==> src/rtl/mc_control.sv <==
// Multicycle ARM-subset control unit: main FSM, ALU decoder, condition
// check with a registered condition result, and the {N,Z,C,V} flag register.
module mc_control (
  input  logic        clk,
  input  logic        reset,
  input  logic [31:0] Instr,
  input  logic [3:0]  ALUFlags,
  output logic        PCWrite,
  output logic        RegWrite,
  output logic        MemWrite,
  output logic        IRWrite,
  output logic        AdrSrc,
  output logic        ALUSrcA,
  output logic [1:0]  RegSrc,
  output logic [1:0]  ImmSrc,
  output logic [1:0]  ALUSrcB,
  output logic [1:0]  ResultSrc,
  output logic [1:0]  ALUControl
);

  typedef enum logic [3:0] {
    FETCH  = 4'd0,
    DECODE = 4'd1,
    MEMADR = 4'd2,
    MEMRD  = 4'd3,
    MEMWB  = 4'd4,
    MEMWR  = 4'd5,
    EXECR  = 4'd6,
    EXECI  = 4'd7,
    ALUWB  = 4'd8,
    BRANCH = 4'd9
  } state_t;

  // Condition-code evaluation against a {N,Z,C,V} flag vector; 1111 never executes.
  function automatic logic cond_check(input logic [3:0] cond, input logic [3:0] flags);
    logic n, z, c, v;
    logic res;
    {n, z, c, v} = flags;
    case (cond)
      4'b0000: res = z;
      4'b0001: res = ~z;
      4'b0010: res = c;
      4'b0011: res = ~c;
      4'b0100: res = n;
      4'b0101: res = ~n;
      4'b0110: res = v;
      4'b0111: res = ~v;
      4'b1000: res = c & ~z;
      4'b1001: res = ~c | z;
      4'b1010: res = (n == v);
      4'b1011: res = (n != v);
      4'b1100: res = ~z & (n == v);
      4'b1101: res = z | (n != v);
      4'b1110: res = 1'b1;
      default: res = 1'b0;
    endcase
    return res;
  endfunction

  state_t      state_r, state_nxt_s;
  logic [3:0]  flags_r, flags_nxt_s;
  logic        cond_ex_r;

  logic [1:0]  op_s;
  logic [5:0]  funct_s;
  logic [3:0]  cmd_s;
  logic [3:0]  cond_s;
  logic [3:0]  rd_s;

  logic        next_pc_s, branch_s, reg_w_s, mem_w_s, ir_write_s;
  logic        adr_src_s, alu_src_a_s, alu_op_s;
  logic [1:0]  alu_src_b_s, result_src_s, alu_control_s;
  logic        cmd_ok_s, cmd_addsub_s, flag_wr_s, pcs_s;

  assign op_s    = Instr[27:26];
  assign funct_s = Instr[25:20];
  assign cmd_s   = Instr[24:21];
  assign cond_s  = Instr[31:28];
  assign rd_s    = Instr[15:12];

  // State register; reset restarts execution at FETCH.
  always_ff @(posedge clk) begin
    if (!reset) state_r <= FETCH;
    else        state_r <= state_nxt_s;
  end

  // Next-state selection from the current state and the instruction fields.
  always_comb begin
    state_nxt_s = FETCH;
    case (state_r)
      FETCH:  state_nxt_s = DECODE;
      DECODE: begin
        case (op_s)
          2'b01: state_nxt_s = MEMADR;
          2'b00: begin
            if (funct_s[5]) state_nxt_s = EXECI;
            else            state_nxt_s = EXECR;
          end
          2'b10: state_nxt_s = BRANCH;
          default: state_nxt_s = FETCH;
        endcase
      end
      MEMADR: begin
        if (funct_s[0]) state_nxt_s = MEMRD;
        else            state_nxt_s = MEMWR;
      end
      MEMRD:  state_nxt_s = MEMWB;
      EXECR:  state_nxt_s = ALUWB;
      EXECI:  state_nxt_s = ALUWB;
      default: state_nxt_s = FETCH;
    endcase
  end

  // Data-processing command decode; unsupported commands behave as a NOP.
  always_comb begin
    cmd_ok_s      = 1'b1;
    cmd_addsub_s  = 1'b0;
    alu_control_s = 2'b00;
    case (cmd_s)
      4'b0100: cmd_addsub_s = 1'b1;
      4'b0010: begin
        cmd_addsub_s  = 1'b1;
        alu_control_s = 2'b01;
      end
      4'b0000: alu_control_s = 2'b10;
      4'b1100: alu_control_s = 2'b11;
      default: cmd_ok_s = 1'b0;
    endcase
  end

  // Per-state datapath controls (Moore outputs) before condition gating.
  always_comb begin
    next_pc_s    = 1'b0;
    branch_s     = 1'b0;
    reg_w_s      = 1'b0;
    mem_w_s      = 1'b0;
    ir_write_s   = 1'b0;
    adr_src_s    = 1'b0;
    alu_src_a_s  = 1'b0;
    alu_op_s     = 1'b0;
    alu_src_b_s  = 2'b00;
    result_src_s = 2'b00;
    case (state_r)
      FETCH: begin
        ir_write_s   = 1'b1;
        alu_src_a_s  = 1'b1;
        alu_src_b_s  = 2'b10;
        result_src_s = 2'b10;
        next_pc_s    = 1'b1;
      end
      DECODE: begin
        alu_src_a_s  = 1'b1;
        alu_src_b_s  = 2'b10;
        result_src_s = 2'b10;
      end
      MEMADR: alu_src_b_s = 2'b01;
      MEMRD:  adr_src_s   = 1'b1;
      MEMWB: begin
        result_src_s = 2'b01;
        reg_w_s      = 1'b1;
      end
      MEMWR: begin
        adr_src_s = 1'b1;
        mem_w_s   = 1'b1;
      end
      EXECR:  alu_op_s = 1'b1;
      EXECI: begin
        alu_src_b_s = 2'b01;
        alu_op_s    = 1'b1;
      end
      ALUWB:  reg_w_s = cmd_ok_s;
      BRANCH: begin
        alu_src_b_s  = 2'b01;
        result_src_s = 2'b10;
        branch_s     = 1'b1;
      end
      default: begin
        next_pc_s = 1'b0;
      end
    endcase
  end

  // Flag update: N,Z for any supported S-instruction that executes, C,V only for ADD/SUB.
  always_comb begin
    flag_wr_s   = alu_op_s & funct_s[0] & cmd_ok_s & cond_ex_r;
    flags_nxt_s = flags_r;
    if (flag_wr_s) begin
      flags_nxt_s[3:2] = ALUFlags[3:2];
      if (cmd_addsub_s) flags_nxt_s[1:0] = ALUFlags[1:0];
      else              flags_nxt_s[1:0] = flags_r[1:0];
    end else begin
      flags_nxt_s = flags_r;
    end
  end

  // Flag register.
  always_ff @(posedge clk) begin
    if (!reset) flags_r <= 4'b0000;
    else        flags_r <= flags_nxt_s;
  end

  // Condition result captured as DECODE ends, held for the rest of the instruction.
  always_ff @(posedge clk) begin
    if (!reset)                 cond_ex_r <= 1'b0;
    else if (state_r == DECODE) cond_ex_r <= cond_check(cond_s, flags_r);
    else                        cond_ex_r <= cond_ex_r;
  end

  // Condition-gated enables; every output is held low while reset is asserted.
  always_comb begin
    pcs_s = branch_s | (reg_w_s & (rd_s == 4'd15));
    if (reset) begin
      PCWrite    = next_pc_s | (pcs_s & cond_ex_r);
      RegWrite   = reg_w_s & cond_ex_r;
      MemWrite   = mem_w_s & cond_ex_r;
      IRWrite    = ir_write_s;
      AdrSrc     = adr_src_s;
      ALUSrcA    = alu_src_a_s;
      RegSrc     = {(op_s == 2'b01), (op_s == 2'b10)};
      ImmSrc     = op_s;
      ALUSrcB    = alu_src_b_s;
      ResultSrc  = result_src_s;
      ALUControl = alu_op_s ? alu_control_s : 2'b00;
    end else begin
      PCWrite    = 1'b0;
      RegWrite   = 1'b0;
      MemWrite   = 1'b0;
      IRWrite    = 1'b0;
      AdrSrc     = 1'b0;
      ALUSrcA    = 1'b0;
      RegSrc     = 2'b00;
      ImmSrc     = 2'b00;
      ALUSrcB    = 2'b00;
      ResultSrc  = 2'b00;
      ALUControl = 2'b00;
    end
  end

endmodule

==> config.mk <==
export PLATFORM = sky130hd
export DESIGN_NAME = mc_control
export DESIGN_NICKNAME = d
export VERILOG_FILES = /design/src/rtl/mc_control.sv
export SDC_FILE = /design/constraint.sdc
export NUM_CORES = 1
export LEC_CHECK = 0
export BUFFER_PORTS_ARGS = -buffer_cell sky130_fd_sc_hd__buf_4
export CORE_UTILIZATION = 40
export CTS_BUF_LIST = sky130_fd_sc_hd__clkbuf_8
export DETAILED_ROUTE_END_ITERATION = 7
export PLACE_DENSITY_LB_ADDON = 0.05
export RECOVER_POWER = 50
export SYNTH_ARGS = -nofsm -noshare
export SYNTH_HDL_FRONTEND = slang
export SYNTH_SLANG_ARGS = --single-unit
==> constraint.sdc <==
create_clock -name clk -period 2.25 [get_ports clk]
set_input_delay 0.225 -clock clk [delete_from_list [all_inputs] [get_ports clk]]
set_output_delay 0.225 -clock clk [all_outputs]
set_load 0.1 [all_outputs]
==> impl_metrics.toml <==
[power_and_ir_drop]
swShare_pct = 41.7
leakage_nw = 0.505
p_seq_share_pct = 29.4
p_clk_share_pct = 29.9
internal-power_uw = 358
power.ir.vdd_worst_mv = 0.294
p_per_area_nw_per_um2 = 515
switchingPower_uw = 256
combPwrFrac_pct = 40.7

[grt]
grt_pass1_wl_um = 3620
grt_use_total_pct = 19.9
busiest_layer = "met2"
overflow = 0
grt_max_degree = 14
gr-usage-met3_pct = 4.72
grt_pass1_vias = 818
grt_util_met1_pct = 25.3
antenna_found_initial = 0
globalRouteMet2Util_pct = 31.5

[die]
row_count = 16
io_pins = 54
start_util_pct = 43.0
die_x_um = 48.4
die_area_sq_um = 2340
core-area_sq_um = 2000
die_h_um = 48.4

[clocking]
cts_sinks = 9
cts_root_buf = "clkbuf_8"
clockBufferDepth = 2
post_cts_buffers = 0
cts_tree = "built"
clk_pin_slew_ns = 0.04
cts_htree_levels = 1
clk-insertion-delay-late_ns = 0.23
cts_hold_buf = 0
numCtsBuffers = 3
cts-resized-gates = 0

[yosys]
synth_top_area_share_pct = 20.9
syn_inst = 122
synth-edff-count = 0
yosysWarningCount = 0
yosys.area.top_type = "dfxtp_1"
synth.mux.area_fraction_pct = 5.96
synthFlopType = "dfxtp_1"
synth_simple_gate_area_share_pct = 38.8
syn_area_sq_um = 861
yosys-top-cells-area = "dfxtp_1, nor2_1, nand2_1, a21oi_1, mux2i_1"
synth-compound-area-share_pct = 19.8
yosys.area_share.xor_xnor_pct = 5.09
ys_async_sr_fraction_pct = 0
ys_seq_area_share_pct = 20.9
synth_top_family_by_area = "simple AND/OR/NAND/NOR gates"
synthAdderAreaFrac_pct = 0
syn_area_per_cell_sq_um = 7.06
synth.distinct_cells = 41
synth-seq-cells = 9
syn_nets = 160

[critical_path]
end_kind = "output pin"
path_max_fanout = 10
path_cells = "inv_1, nor4_1, o21a_1, buf_4"
cp-start-kind = "flop"
cp_slowest_stage_delay_ns = 0.54
cp_slowest_cell = "dfxtp_1"
crit_required_ns = 2.03
worstPathArrival_ns = 1.71
crit_type = "reg -> out"
r2r_slack_ns = 0.51

[timing]
setup_tns_ns = 0
period_minus_slack_ns = 1.94
hold_viol = 0
finalCritPeriodShare_pct = 86.1
max_freq_ghz = 0.516
rsz0062_at_grt = "false"
setup_viol = 0
tightestPinTransition_ns = 1.18
slew_viol_final = 0
maxSlewHeadroom_pct = 21.4
fin_skew_ns = 0.00325

[route]
drt-initial-drc-count = 18
drt-total-wl_um = 2130
via_per_inst = 5.49
drc = 0
vias = 993
first_pass_iters = 6
avgRoutedWirePerCell_um = 11.8
postRouteAntennaNets = 0

[place]
place_area_sq_um = 1170
portBuffers = 37
dpl.hpwl_um = 1630
gp_congestion = 0.794
dp.cells = 177

[finish]
drive_above_1_share_pct = 33.1
antenna_cells = 0
synthToLayoutAreaGrowth_pct = 38.4
final_nets = 193
fin_area_sq_um = 1190
fin_cells = 181

[run]
drv_cap = 0

[hold_path]
hold_path_class = "in -> reg"

[run_status]
status = "complete, no violations"
==> power by group through the flow <==
stage               clock, mW  sequential, mW  combinational (mW)
floorplan                   0           0.173               0.200
global placement            0           0.182               0.251
detailed placement          0           0.183               0.254
CTS                     0.187           0.180               0.255
global route            0.197           0.181               0.266
finish                  0.183           0.180               0.250
==> cell families (layout without fill, tap and decap cells) <==
group,count (synthesis),in the layout
simple gates,60,60
compound gates,27,27
buf+inv,16,48
flops,9,9
xor+xnor,5,5
mux,5,5
==> metal layers <==
| layer | part of all wire (%) | vias to the layer above |
|---|---|---|
| met2 | 46 | 41 |
| met5 | 0 | - |
| met4 | 1.3 | 0 |
| met3 | 6.6 | 4 |
| met1 | 46 | 450 |
| li1 | - | 498 |
==> worst paths after layout <==
kind	startpoint	endpoint	depth (start not counted)
setup / recovery	state_r[0]	ALUSrcB[0]	4
hold / removal	ALUFlags[2]	flags_r[2]	3
setup reg to reg	state_r[2]	flags_r[1]	5
hold reg to reg	flags_r[2]	flags_r[2]	2
==> metrics by stage <==
step           power [mW]  hold slack [ns]  util (%)  worst slack (ns)
6_report            0.613            0.246      59.5             0.312
5_1_grt             0.644            0.255      59.5             0.193
4_1_cts             0.622            0.237      60.6             0.303
3_5_place_dp        0.437            0.487      58.4             0.528
3_3_place_gp        0.434            0.474      58.4             0.550
2_1_floorplan       0.374            0.360         -           -0.0685
==> Yosys cell counts (all sizes together), types with 2 or more instances <==
master and n:
xnor2 4, nor2b 5, nand2 11, nor4 2, and2 2, dfxtp 9, a31oi 5, o2111ai 2
o22ai 2, and3 2, nor3 7, a21oi 8, nand3 4, inv 6, o21ai 4, buf 6
a21boi 2, clkbuf 4, nand4b 3, nand4 2, nor2 15, mux2i 4
==> cell usage in the layout, fill, tap and decap left out, types with 3 or more instances in the layout <==
cell type	count
a31oi_1	5
mux2i_1	4
nor3_1	4
nand2_1	11
dfxtp_1	9
nor2_1	12
nor2b_1	3
nand4b_1	3
clkbuf_8	3
nor3_2	3
xnor2_1	4
clkbuf_1	4
buf_4	32
a21oi_1	7
o21ai_0	3
inv_1	7
nand3_1	4
==> registers in the layout, summed over array words and instances (netlist names) <==
name,cells
state_r,4
cond_ex_r,1
flags_r,4
==> area by class of cell <==
type	instances	area [sq um]
inverters	6	22.5
clock buffers	3	41.3
well taps	27	33.8
multi-input cells	97	644
flip-flops and latches	9	180
clock inverters	1	3.75
repair buffers	38	265
fillers	193	811
==> worst max-delay path, delay by kind of cell, from the launching register on <==
| family | cells | cell delay, ns |
|---|---|---|
| AND/OR/NAND/NOR | 1 | 0.29 |
| AO/OA/AOI/OAI | 1 | 0.14 |
| buffers and inverters | 2 | 0.50 |
| flip-flops | 1 | 0.54 |
No activity file was read; power rests on OpenSTA's default activity.
